==> src/rtl/csr_pkg.sv <==
// csr_pkg: STATUS_CTRL bit positions and register address offsets for csr_bank_timer.
// Offsets are functions of SEG_BYTES/CNT_BYTES so every parameterisation shares one map:
//   SEGEXE[0..S-1], IO_IN, IO_OUT, CNT[0..C-1], STATUS_CTRL, TEMP
package csr_pkg;

    localparam int ST_INT    = 0;
    localparam int ST_OVF    = 1;
    localparam int ST_CNT_EN = 2;
    localparam int ST_IE     = 3;

    function automatic int addr_io_in(input int seg_bytes);
        return seg_bytes;
    endfunction

    function automatic int addr_io_out(input int seg_bytes);
        return seg_bytes + 1;
    endfunction

    function automatic int addr_cnt0(input int seg_bytes);
        return seg_bytes + 2;
    endfunction

    function automatic int addr_status(input int seg_bytes, input int cnt_bytes);
        return seg_bytes + cnt_bytes + 2;
    endfunction

    function automatic int addr_temp(input int seg_bytes, input int cnt_bytes);
        return seg_bytes + cnt_bytes + 3;
    endfunction

    function automatic int num_regs(input int seg_bytes, input int cnt_bytes);
        return seg_bytes + cnt_bytes + 4;
    endfunction

endpackage

==> src/rtl/csr_scan_reg.sv <==
// csr_scan_reg: one WIDTH-bit chain register. Synchronous reset beats scan shift,
// scan shift beats the functional load.
module csr_scan_reg #(
    parameter int WIDTH = 8
) (
    input  logic             clk,
    input  logic             rst,
    input  logic             scan_enable,
    input  logic             scan_in,
    input  logic             load_en,
    input  logic [WIDTH-1:0] load_val,
    output logic [WIDTH-1:0] q
);

    logic [WIDTH-1:0] data_q;
    logic [WIDTH-1:0] data_d;

    // next value: shift left with scan_in entering bit 0, else optional load
    always_comb begin
        data_d = data_q;
        if (scan_enable) begin
            data_d = {data_q[WIDTH-2:0], scan_in};
        end else if (load_en) begin
            data_d = load_val;
        end
    end

    // register with synchronous active-high reset
    always_ff @(posedge clk) begin
        if (rst) begin
            data_q <= '0;
        end else begin
            data_q <= data_d;
        end
    end

    assign q = data_q;

endmodule

==> src/rtl/csr_bank_timer.sv <==
// csr_bank_timer: parametrised CSR bank with live up-counter, overflow interrupt,
// sampled IO input register and one scan chain through every register.
// Optional feature macro: CSR_TIMER_EN (counter increments and hardware OVF/INT set).
// Without it the CNT bytes are plain storage, OVF reads 0 and INT is software-only.
module csr_bank_timer
    import csr_pkg::*;
#(
    parameter  int WIDTH     = 8,
    parameter  int SEG_BYTES = 2,
    parameter  int CNT_BYTES = 2,
    localparam int N         = num_regs(SEG_BYTES, CNT_BYTES),
    localparam int ADDR_W    = $clog2(N),
    localparam int CW        = CNT_BYTES * WIDTH
) (
    input  logic                       clk,
    input  logic                       rst,
    input  logic [ADDR_W-1:0]          addr,
    input  logic [WIDTH-1:0]           data_in,
    input  logic                       wr_enable,
    input  logic [WIDTH-1:0]           IO_IN,
    input  logic                       processor_enable,
    input  logic                       scan_enable,
    input  logic                       scan_in,
    output logic [WIDTH-1:0]           data_out,
    output logic [SEG_BYTES*WIDTH-1:0] SEGEXE_OUT,
    output logic [WIDTH-1:0]           IO_OUT,
    output logic                       INT_OUT,
    output logic                       scan_out
);

    localparam int A_IO_IN  = addr_io_in(SEG_BYTES);
    localparam int A_IO_OUT = addr_io_out(SEG_BYTES);
    localparam int A_CNT0   = addr_cnt0(SEG_BYTES);
    localparam int A_STATUS = addr_status(SEG_BYTES, CNT_BYTES);
    localparam int A_TEMP   = addr_temp(SEG_BYTES, CNT_BYTES);

    function automatic logic addr_is(input logic [ADDR_W-1:0] a, input int idx);
        return a == ADDR_W'(idx);
    endfunction

    logic [WIDTH-1:0] reg_q    [N];
    logic [WIDTH-1:0] load_val [N];
    logic [N-1:0]     load_en;
    logic [N-1:0]     chain_in;
    logic             cnt_wr;
    logic [WIDTH-1:0] st_cur;
    logic [WIDTH-1:0] st_nxt;

    assign st_cur = reg_q[A_STATUS];

    // any write aimed at a counter byte suppresses that cycle's increment
    always_comb begin
        cnt_wr = 1'b0;
        for (int c = 0; c < CNT_BYTES; c++) begin
            if (wr_enable && addr_is(addr, A_CNT0 + c)) begin
                cnt_wr = 1'b1;
            end
        end
    end

`ifdef CSR_TIMER_EN
    logic [CW-1:0] cnt_cur;
    logic [CW-1:0] cnt_nxt;
    logic          cnt_inc;
    logic          cnt_wrap;

    // counter view across bytes, increment qualifier and wrap detect
    always_comb begin
        cnt_cur = '0;
        for (int c = 0; c < CNT_BYTES; c++) begin
            cnt_cur[c*WIDTH +: WIDTH] = reg_q[A_CNT0 + c];
        end
        cnt_inc  = st_cur[ST_CNT_EN] && processor_enable && !cnt_wr;
        cnt_wrap = cnt_inc && (&cnt_cur);
        cnt_nxt  = cnt_cur + CW'(1);
    end
`endif

    // STATUS_CTRL next value: software write first, hardware flag set overrides
    always_comb begin
        st_nxt = st_cur;
        if (wr_enable && addr_is(addr, A_STATUS)) begin
            st_nxt         = data_in;
            st_nxt[ST_OVF] = st_cur[ST_OVF] & ~data_in[ST_OVF];
        end
`ifdef CSR_TIMER_EN
        if (cnt_wrap) begin
            st_nxt[ST_OVF] = 1'b1;
            if (st_cur[ST_IE]) begin
                st_nxt[ST_INT] = 1'b1;
            end
        end
`else
        st_nxt[ST_OVF] = 1'b0;
`endif
    end

    // per-register functional load enables and values
    always_comb begin
        load_en  = '0;
        load_val = reg_q;

        for (int s = 0; s < SEG_BYTES; s++) begin
            load_en[s]  = wr_enable && addr_is(addr, s);
            load_val[s] = data_in;
        end

        load_en[A_IO_IN]   = processor_enable;
        load_val[A_IO_IN]  = IO_IN;

        load_en[A_IO_OUT]  = wr_enable && addr_is(addr, A_IO_OUT);
        load_val[A_IO_OUT] = data_in;

        load_en[A_TEMP]    = wr_enable && addr_is(addr, A_TEMP);
        load_val[A_TEMP]   = data_in;

        for (int c = 0; c < CNT_BYTES; c++) begin
            load_en[A_CNT0 + c]  = wr_enable && addr_is(addr, A_CNT0 + c);
            load_val[A_CNT0 + c] = data_in;
        end
`ifdef CSR_TIMER_EN
        if (cnt_inc) begin
            for (int c = 0; c < CNT_BYTES; c++) begin
                load_en[A_CNT0 + c]  = 1'b1;
                load_val[A_CNT0 + c] = cnt_nxt[c*WIDTH +: WIDTH];
            end
        end
`endif

        load_en[A_STATUS]  = 1'b1;
        load_val[A_STATUS] = st_nxt;
    end

    // the register chain: register 0 takes scan_in, each later one the MSB of its predecessor
    for (genvar k = 0; k < N; k++) begin : g_reg
        if (k == 0) begin : g_head
            assign chain_in[k] = scan_in;
        end else begin : g_link
            assign chain_in[k] = reg_q[k-1][WIDTH-1];
        end

        csr_scan_reg #(
            .WIDTH(WIDTH)
        ) u_reg (
            .clk        (clk),
            .rst        (rst),
            .scan_enable(scan_enable),
            .scan_in    (chain_in[k]),
            .load_en    (load_en[k]),
            .load_val   (load_val[k]),
            .q          (reg_q[k])
        );
    end

    // combinational read mux; unmapped addresses read zero
    always_comb begin
        data_out = '0;
        for (int i = 0; i < N; i++) begin
            if (addr_is(addr, i)) begin
                data_out = reg_q[i];
            end
        end
    end

    for (genvar s = 0; s < SEG_BYTES; s++) begin : g_seg_out
        assign SEGEXE_OUT[s*WIDTH +: WIDTH] = reg_q[s];
    end

    assign IO_OUT   = reg_q[A_IO_OUT];
    assign INT_OUT  = st_cur[ST_INT];
    assign scan_out = reg_q[N-1][WIDTH-1];

endmodule

==> config.mk <==
export PLATFORM = sky130hd
export DESIGN_NAME = csr_bank_timer
export DESIGN_NICKNAME = d
export VERILOG_FILES = /design/src/rtl/csr_pkg.sv /design/src/rtl/csr_scan_reg.sv /design/src/rtl/csr_bank_timer.sv
export SDC_FILE = /design/constraint.sdc
export NUM_CORES = 1
export LEC_CHECK = 0
export BUFFER_PORTS_ARGS = -buffer_cell sky130_fd_sc_hd__buf_2
export CAP_MARGIN = 20
export CORE_UTILIZATION = 55
export DETAILED_ROUTE_END_ITERATION = 8
export GPL_TIMING_DRIVEN = 0
export PLACE_DENSITY = 0.78
export REMOVE_ABC_BUFFERS = 1
export SYNTH_ARGS = -nofsm -noshare
export SYNTH_HDL_FRONTEND = slang
export SYNTH_HIERARCHICAL = 1
export SYNTH_SLANG_ARGS = --single-unit
==> constraint.sdc <==
create_clock -name clk -period 5.1 [get_ports clk]
set_clock_uncertainty 0.1 [all_clocks]
set_input_delay 1.275 -clock clk [delete_from_list [all_inputs] [get_ports clk]]
set_output_delay 1.275 -clock clk [all_outputs]
set_load 0.01 [all_outputs]
==> results of run 1 <==
## path summary, 6_finish.rpt
check | end | slack, ps
worst max register to register | g_reg[6].u_reg/q[6] | 4030
worst min-delay path | g_reg[7].u_reg/q[2] | 430
worst min register to register | g_reg[7].u_reg/q[2] | 430
worst max-delay path | data_out[4] | 830
## power by group
group / switching, mW / internal, mW / total [mW]
Clock: 0.205 / 0.251 / 0.456
Sequential: 0.0332 / 0.534 / 0.567
Combinational: 0.116 / 0.0967 / 0.213
## metal layers
layer  share of wire  track usage  vias up
met5               0            0        -
met3           0.064       0.0445        8
met2            0.45        0.405      104
li1                -            -     1462
met1            0.48        0.416     1518
met4          0.0076        0.108        0
## per-stage QoR
step            util  cell area (um2)  instances  setup slack [ps]
2_1_floorplan      -             3510        345              1650
3_3_place_gp   0.606             3890        480               897
3_5_place_dp   0.608             3910        482               880
4_1_cts        0.640             4110        498               879
5_1_grt        0.646             4150        500               669
6_report       0.646             4150        500               829
## cells in the mapped netlist, drive strengths merged
library cell	instances	area [um2]
mux2i	72	721
a211oi	64	480
dfxtp	64	1280
nor2b	64	400
buf	24	175
nor2	14	52.6
nand2	13	48.8
inv	9	33.8
mux2	9	101
mux4	8	191
a21oi	4	20.0
a22oi	4	30.0
a32oi	4	35.0
nand3b	4	30.0
o21ai	4	20.0
conb	2	7.51
nand2b	2	12.5
nor3	2	10.0
and2	1	6.26
nand4b	1	23.8
## worst min-delay path, delay by kind of cell (launching register included)
| kind | cells | cell delay [ps] |
|---|---|---|
| AO/OA/AOI/OAI | 1 | 50 |
| flip-flops | 1 | 320 |
| AND/OR/NAND/NOR | 1 | 110 |
## kinds of logic (layout without fill, tap and decap cells)
kind of cell / after synthesis / count (layout) / share of synthesized area
and+or+nand+nor: 101 / 101 / 0.159
muxes: 89 / 89 / 0.275
AOI/OAI and AO/OA: 80 / 80 / 0.159
DFF: 64 / 64 / 0.348
buffers and inverters: 33 / 87 / 0.0568
other: 2 / 2 / 0.00204
## cell type report
cell class	count	area, um2
well taps	77	96.3
repair buffers	62	343
clock buffers	11	151
multi-input cells	272	2190
clock inverters	5	55.1
inverters	9	33.8
fillers	539	2270
flip-flops and latches	64	1280
==> metrics.txt, run 1 <==
First-pass DRT Iterations 6; CTS sink cnt 64; smallest hold slack 427 ps; Skew-Pair Late Insertion Delay 340 ps; Max VDD drop 0.133 mV; actual slew at the worst max-slew pin 998 ps; mean number of vias per cell 6.18; cell row count 29; crit path launch addr[0]; Die Ht 83.8 um; max reg flops 64; Fin Setup TNS 0 ps; H-tree Lvls 3; outcome finished with violations; clk root buf clkbuf_8; Final Max Slew Viols 0; Routed WL per cell 18.9 um; crit-path max FO 26; PostCTS Resize Cnt 0; ANT nets after route 0; first-pass GRT wire length 15300 um; RR Startpoint g_reg[6].u_reg/q[6]; commonest non-fill, non-tap cells in the layout mux2i_1 (72), nor2b_1 (64), a211oi_1 (64), dfxtp_1 (64), buf_2 (59); vias 3092; CTS tree yes; CTS Hold Buffers Added 0; Hold Crit Start g_reg[7].u_reg/q[1]; antenna violations before repair 0; endpoints failing setup 0; layout cell share with drive strength beyond 1 0.241; IO Count 59; Critical Path Stages 6; synthesized area per cell 9.98 um2; Ant. Diodes 0; vias in the first global route 2952; Syn Inst Count 369; crit path DAT 2900 ps; Worst setup SP type primary input; Final Wtd Congestion 0.905; Worst EP required 3720 ps; leakage power 1.62 nW; GRT Overall Usage 0.280; Max-Cap Viols 0; failing checks DRC; hold depth 2; Yosys cell types 24; Pwr per Cell Area 298 mW/mm2; final critical-path required period 4270 ps; final hold vios 0; register area share after synthesis 0.348; largest net degree at the start of global routing 73; CP Cell Sequence buf_2, nand2b_1, nor2_1, a22oi_1, a32oi_1, buf_2; Max Buffers Root-to-Sink 2; GRT overflow 0; CP peak stage delay 490 ps; Cell Area, Synth 0.00368 mm2; Area Overhead vs Synth 12.8%; DRC errors left 5; Synth Register Bits 64; Worst path slowest cell buf_2; die area 0.00702 mm2; CP Buf/Inv Count 2; total CTS buffers 9; Final #Nets 443; unrepaired setup endpoints after global routing no; starting density of the core 0.573; critical path class primary input to output port; Worst R2R Path Depth 3; Pwr Total 1.24 mW; Hold Crit Class flip-flop to flip-flop; Iteration-0 DRC Markers 235; CP top delay family buffers and inverters; CP most frequent cell buf_2; YS warnings 6; Max-slew headroom 0.332; commonest non-fill, non-tap cell in the layout mux2i_1; PortBufs 58; detailed placement HPWL 6230 um; final wirelength 9460 um; maximum clock rate 0.234 GHz; die width 83.8 um; clock slew seen by the registers of the worst setup and hold paths 70 ps; Final Cycle Share 0.837; Post-CTS Setup Inserts 0; CP Capture Type output port; core area 0.00642 mm2
(Power assumes the default switching activity.)
==> inputs of run 2 (changes only) <==
ABC_AREA = 1   (was unset)
CORE_UTILIZATION = 52   (was 55)
PLACE_DENSITY = 0.77   (was 0.78)
clock period = 3.82 ns   (was 5.1 ns; I/O delays follow)
==> run 2 against run 1 <==
Net effect:
- the run now ends clean
- global-route usage up 0.92 points
- synthesized cell count up 72%
- sequential share of layout area down 1.9 points
- critical endpoint is now data_out[5]
- clock-buffer cell count up 1
- critical path type unchanged
==> metrics.txt, run 2 <==
unrepaired setup endpoints after global routing no (unchanged); First-pass DRT Iterations 5 (was 6); Primary FF master, synth dfxtp_1 (unchanged); Syn Inst Count 635 (was 369); layout cell share with drive strength beyond 1 0.158 (was 0.241); final wirelength 11000 um (was 9460 um); Synth Register Bits 64 (unchanged); largest net degree at the start of global routing 73 (unchanged); Hold Crit Class flip-flop to flip-flop (unchanged); clk root buf clkbuf_8 (unchanged); H-tree Lvls 3 (unchanged); vias 4225 (was 3092); Final #Nets 722 (was 443); CTS Hold Buffers Added 0 (unchanged); actual slew at the worst max-slew pin 1120 ps (was 998 ps); Skew-Pair Late Insertion Delay 340 ps (about the same); commonest non-fill, non-tap cell in the layout nand2_1 (was mux2i_1); CP top delay family buffers and inverters (unchanged); Ant. Diodes 0 (unchanged); CP Cell Sequence clkbuf_4, clkinvlp_4, nor3_4, inv_1, or2_2, nand2_1, nand3_1, buf_2 (was buf_2, nand2b_1, nor2_1, a22oi_1, a32oi_1, buf_2); cell row count 31 (was 29); CTS tree yes (unchanged); clock slew seen by the registers of the worst setup and hold paths 70 ps (about the same); mean number of vias per cell 5.28 (was 6.18); max reg flops 64 (unchanged); commonest non-fill, non-tap cells in the layout nand2_1 (198), nor2_1 (99), inv_1 (82), nand3_1 (77), dfxtp_1 (64) (was mux2i_1 (72), nor2b_1 (64), a211oi_1 (64), dfxtp_1 (64), buf_2 (59)); Worst path slowest cell nor3_4 (was buf_2); CP Buf/Inv Count 4 (was 2); Die Ht 88.7 um (was 83.8 um); Worst EP required 2760 ps (was 3720 ps); CP Capture Type output port (unchanged); starting density of the core 0.539 (was 0.573); register area share after synthesis 0.328 (was 0.348); maximum clock rate 0.283 GHz; top post-synthesis cells by area dfxtp_1 (33%), nand2_1 (19%), nand3_1 (9.9%) (was dfxtp_1 (35%), mux2i_1 (20%), a211oi_1 (13%)); CP peak stage delay 320 ps (was 490 ps); first-pass GRT wire length 17100 um (was 15300 um); ANT nets after route 0 (unchanged); leakage power 2.36 nW (was 1.62 nW); Max VDD drop 0.232 mV (was 0.133 mV); synthesized area per cell 6.15 um2 (was 9.98 um2); Fin Setup TNS 0 ps (unchanged); Max Buffers Root-to-Sink 2 (unchanged); final hold vios 0 (unchanged); IO Count 59 (unchanged); total CTS buffers 9 (unchanged); Worst setup SP type primary input (unchanged); endpoints failing setup 0 (unchanged); crit-path max FO 21 (was 26); Area Overhead vs Synth 13.1% (was 12.8%); vias in the first global route 3535 (was 2952); Max-slew headroom 0.248 (was 0.332); Pwr per Cell Area 343 mW/mm2 (was 298 mW/mm2); Iteration-0 DRC Markers 417 (was 235); die area 0.00787 mm2 (was 0.00702 mm2); outcome finished clean (was finished with violations); Max-Cap Viols 0 (unchanged); core area 0.00725 mm2 (was 0.00642 mm2); Final Max Slew Viols 0 (unchanged); Cell Area, Synth 0.00391 mm2 (was 0.00368 mm2); Post-synth EDFFs 0 (unchanged); cell type with the largest total area after synthesis dfxtp_1 (unchanged); asr flop ratio synth 0 (unchanged); GRT overflow 0 (unchanged); critical path class primary input to output port (unchanged); share of the synthesized area in the top cell type 0.328 (was 0.348); Final Cycle Share 0.925; antenna violations before repair 0 (unchanged); PortBufs 58 (unchanged); crit path DAT 2480 ps (was 2900 ps); final critical-path required period 3530 ps; detailed placement HPWL 7670 um (was 6230 um); Final Wtd Congestion 0.844 (was 0.905); design area 0.00442 mm2 (was 0.00415 mm2); GRT Overall Usage 0.289 (was 0.280); most numerous cell in the Yosys netlist nand2_1 (was mux2i_1); Yosys cell types 24 (unchanged); CTS sink cnt 64 (unchanged); synth cell count leaders nand2_1 (198), nor2_1 (99), inv_1 (83), nand3_1 (77), dfxtp_1 (64) (was mux2i_1 (72), a211oi_1 (64), dfxtp_1 (64), nor2b_1 (64), nor2_1 (14)); Routed WL per cell 13.8 um (was 18.9 um); YS warnings 6 (unchanged); Cell Area, Placed 0.00420 mm2 (was 0.00391 mm2); die width 88.7 um (was 83.8 um); DRC errors left 0 (was 5)
==> run 2: changes by cell type after synthesis, sizes merged, moves of 8 or more <==
cell | previous run | this run
inv | 9 | 93
nand2 | 13 | 199
mux4 | 8 | 0
nor2b | 64 | 0
a211oi | 64 | 0
buf | 24 | 15
a21oi | 4 | 24
nor2 | 14 | 108
nand4 | 0 | 31
nand3 | 0 | 77
mux2i | 72 | 0
==> run 2: layout make-up <==
cell class	instances	area, um2
Timing Repair Buffer	64	333
Clock buffer	12	155
Sequential cell	64	1280
Fill cell	729	2830
Tap cell	99	124
Multi-Input combinational cell	465	2150
Clock inverter	3	17.5
Inverter	93	355
==> run 2: layer usage <==
| layer | part of all wire | global-route usage | wire, um | up-vias |
|---|---|---|---|---|
| met1 | 0.45 | 0.398 | 4960 | 1923 |
| met5 | 0 | 0 | 0 | - |
| li1 | - | - | - | 2112 |
| met4 | 0.018 | 0.107 | 195 | 0 |
| met2 | 0.47 | 0.457 | 5160 | 168 |
| met3 | 0.064 | 0.0438 | 701 | 22 |
==> run 2: kinds of logic (layout without fill, tap and decap cells) <==
logic type             count (synthesis)  in the layout  synth area share
and+or+nand+nor                      425            425             0.483
DFF                                   64             64             0.328
AOI/OAI and AO/OA                     26             26            0.0346
other                                  2              7           0.00192
muxes                                  7              7            0.0269
buffers and inverters                111            172             0.126
==> run 2: what timing repair did <==
item                       CTS  global route
setup buffers                0             3
setup endpoints to repair    0             1
hold endpoints to repair     0             0
gates resized for setup      0             2
==> run 2: tightest hold or removal path: stages, from the launching register on <==
cell and delay [ps]:
dfxtp_1 320, inv_1 50, nand2_1 40, nand2_1 60, nor2_1 30
==> run 2: metrics by stage <==
stage          setup WS (ps)  total power, mW  cells   util  hold slack (ps)
6_report                 287             1.52    800  0.609              445
5_1_grt                  153             1.58    800  0.609              476
4_1_cts                  164             1.51    794  0.603              444
3_5_place_dp             160            0.994    779  0.579              434
3_3_place_gp             180            0.987    779  0.579              426
2_1_floorplan            894            0.884    622      -              409
==> run 2: worst paths after layout <==
path / from / end / slack [ps] / cells past startpoint
max reg2reg: g_reg[6].u_reg/q[5] / g_reg[6].u_reg/q[5] / 2740 / 5
min reg2reg: g_reg[4].u_reg/q[4] / g_reg[4].u_reg/q[4] / 450 / 4
max: addr[0] / data_out[5] / 290 / 8
min: g_reg[4].u_reg/q[4] / g_reg[4].u_reg/q[4] / 450 / 4
==> run 2: report_power, final <==
| part | total, mW | internal, mW | switching, mW | leakage (nW) |
|---|---|---|---|---|
| logic | 0.256 | 0.0852 | 0.170 | 1.75 |
| registers | 0.733 | 0.701 | 0.0318 | 0.524 |
| clock network | 0.527 | 0.265 | 0.261 | 0.0882 |
| total | 1.52 | 1.05 | 0.463 | 2.36 |
==> inputs of run 3 (changes only) <==
CORE_MARGIN = 2   (was unset)
==> run 3 against run 2 <==
Net effect:
- flip-flop and latch count stayed put
- critical path depth did not move
- via count is 0.57% higher
- clock power grew 18%
- routed wire length increased by 0.38%
- fmax down 2.9%
- critical endpoint unchanged
- global-route usage down 1.9 points
- non-clock buffer count grew 1
- combinational power barely moved
==> metrics.txt, run 3 (synthesized netlist as in run 2, its figures left out) <==
outcome finished clean (unchanged); vias in the first global route 3710 (was 3535); crit path launch addr[0] (unchanged); unrepaired setup endpoints after global routing no (unchanged); ANT nets after route 0 (unchanged); clk root buf clkbuf_8 (unchanged); maximum clock rate 0.275 GHz (was 0.283 GHz); Reg power frac 0.454 (was 0.484); Worst EP required 2760 ps (about the same); Max Buffers Root-to-Sink 2 (unchanged); Die Ht 90.7 um (was 88.7 um); largest net degree at the start of global routing 73 (unchanged); Ant. Diodes 0 (unchanged); GRT Overall Usage 0.270 (was 0.289); first-pass GRT wire length 17900 um (was 17100 um); crit path DAT 2580 ps (was 2480 ps); # fillers 720 (was 729); Psw 0.464 mW (was 0.463 mW); cell row count 31 (unchanged); Cell Area, Placed 0.00420 mm2 (unchanged); Final Max Slew Viols 0 (unchanged); critical path class primary input to output port (unchanged); total CTS buffers 9 (unchanged); detailed placement HPWL 7600 um (was 7670 um); CTS sink cnt 64 (unchanged); design area 0.00445 mm2 (was 0.00442 mm2); First-pass DRT Iterations 5 (unchanged); starting density of the core 0.539 (unchanged); final hold vios 0 (unchanged); final wirelength 11100 um (was 11000 um); final core utilization 0.614 (was 0.609); Worst R2R Path Depth 5 (unchanged); mean number of vias per cell 5.30 (was 5.28); antenna violations before repair 0 (unchanged); Max VDD drop 0.179 mV (was 0.232 mV); Fin Setup TNS 0 ps (unchanged); H-tree Lvls 3 (unchanged); clock share of power 0.387 (was 0.348); switching share of power 0.287 (was 0.306); Iteration-0 DRC Markers 324 (was 417); R2R setup slack 2740 ps (about the same); GRT overflow 0 (unchanged); Worst setup SP type primary input (unchanged); leakage power 2.38 nW (was 2.36 nW); commonest non-fill, non-tap cell in the layout nand2_1 (unchanged); Area Overhead vs Synth 14.0% (was 13.1%); footprint of the multi-input gates 0.00215 mm2 (unchanged); Hold Crit Class flip-flop to flip-flop (unchanged); Seq. cell area 0.00128 mm2 (unchanged); commonest non-fill, non-tap cells in the layout nand2_1 (198), nor2_1 (99), inv_1 (82), nand3_1 (77), dfxtp_1 (64) (unchanged); Final #Nets 723 (was 722); Pwr per Cell Area 362 mW/mm2 (was 343 mW/mm2); Final Wtd Congestion 0.888 (was 0.844); IO Count 59 (unchanged); CTS Hold Buffers Added 0 (unchanged); endpoints failing setup 0 (unchanged); cell-internal power 1.15 mW (was 1.05 mW); actual slew at the worst max-slew pin 1130 ps (was 1120 ps); Comb pwr share 0.159 (was 0.169); die area 0.00822 mm2 (was 0.00787 mm2); RR Startpoint g_reg[6].u_reg/q[0] (was g_reg[6].u_reg/q[5]); Max-Cap Viols 0 (unchanged); die width 90.7 um (was 88.7 um); CP Capture Type output port (unchanged); core area 0.00725 mm2 (unchanged); clock slew seen by the registers of the worst setup and hold paths 70 ps (about the same); vias 4249 (was 4225); layout cell share with drive strength beyond 1 0.158 (about the same); crit path to data_out[5] (unchanged); Max-slew headroom 0.238 (was 0.248); final critical-path required period 3640 ps (was 3530 ps); crit-path max FO 21 (unchanged); Routed WL per cell 13.8 um (about the same); Skew-Pair Late Insertion Delay 340 ps (about the same); PortBufs 58 (unchanged); max reg flops 64 (unchanged); DRC errors left 0 (unchanged); Final Cycle Share 0.953 (was 0.925); CTS tree yes (unchanged); reg-to-reg endpoint g_reg[6].u_reg/q[0] (was g_reg[6].u_reg/q[5])
==> run 3: changes by cell type in the layout (fill, tap and decap cells not counted) <==
cell / previous run / this run
clkinvlp_4: 2 / 1
clkbuf_2: 2 / 3
bufinv_16: 0 / 2
clkbuf_4: 1 / 0
buf_4: 4 / 5
clkbuf_1: 1 / 2
clkbuf_8: 11 / 9
==> run 3: layout make-up <==
| type | count | share of cell area |
|---|---|---|
| Timing Repair Buffer | 65 | 0.0759 |
| Multi-Input combinational cell | 465 | 0.484 |
| Clock inverter | 4 | 0.0157 |
| Inverter | 93 | 0.0798 |
| Sequential cell | 64 | 0.288 |
| Clock buffer | 11 | 0.0295 |
| Tap cell | 99 | 0.0278 |
==> run 3: per-layer routing <==
| layer | wire [um] | GRT usage | vias to the layer above |
|---|---|---|---|
| met1 | 4930 | 0.367 | 1921 |
| met5 | 0 | 0 | - |
| met3 | 834 | 0.0392 | 27 |
| li1 | - | - | 2116 |
| met4 | 339 | 0.115 | 0 |
| met2 | 4960 | 0.428 | 185 |
==> run 3: repair_timing <==
item | in CTS | in global routing
endpoints found under the setup margin | 0 | 1
setup buffers | 0 | 4
hold endpoints to repair | 0 | 0
gates resized for setup | 0 | 1
==> run 3: critical path, cell delays in order <==
cell        delay (ps)
buf_2              350
clkinvlp_4         280
nor3_4             330
inv_1              100
or2_2              280
nand2_1             80
nand3_1             60
buf_2              140
==> run 3: power by group through the flow <==
stage	Sequential, mW	Clock [mW]	Combinational (mW)
finish	0.733	0.624	0.256
global route	0.736	0.664	0.286
CTS	0.732	0.631	0.249
detailed placement	0.746	0	0.247
global placement	0.746	0	0.242
floorplan	0.742	0	0.142
==> run 3: metrics by stage <==
step           setup slack (ps)  hold slack (ps)  std cells  total power, mW
6_report                    180              446        801             1.61
5_1_grt                    27.0              472        801             1.69
4_1_cts                     178              446        794             1.61
3_5_place_dp                181              433        779            0.994
3_3_place_gp                185              427        779            0.987
2_1_floorplan               894              409        622            0.884
==> run 3: worst min path at each step <==
stage / from / endpoint / slack (ps) / cells past startpoint
floorplan: g_reg[2].u_reg/q[4] / g_reg[2].u_reg/q[4] / 410 / 4
global placement: g_reg[4].u_reg/q[4] / g_reg[4].u_reg/q[4] / 430 / 4
detailed placement: g_reg[7].u_reg/q[4] / g_reg[7].u_reg/q[4] / 430 / 4
CTS: g_reg[7].u_reg/q[4] / g_reg[7].u_reg/q[4] / 450 / 4
global route: g_reg[6].u_reg/q[1] / g_reg[6].u_reg/q[2] / 470 / 4
finish: g_reg[7].u_reg/q[4] / g_reg[7].u_reg/q[4] / 450 / 4
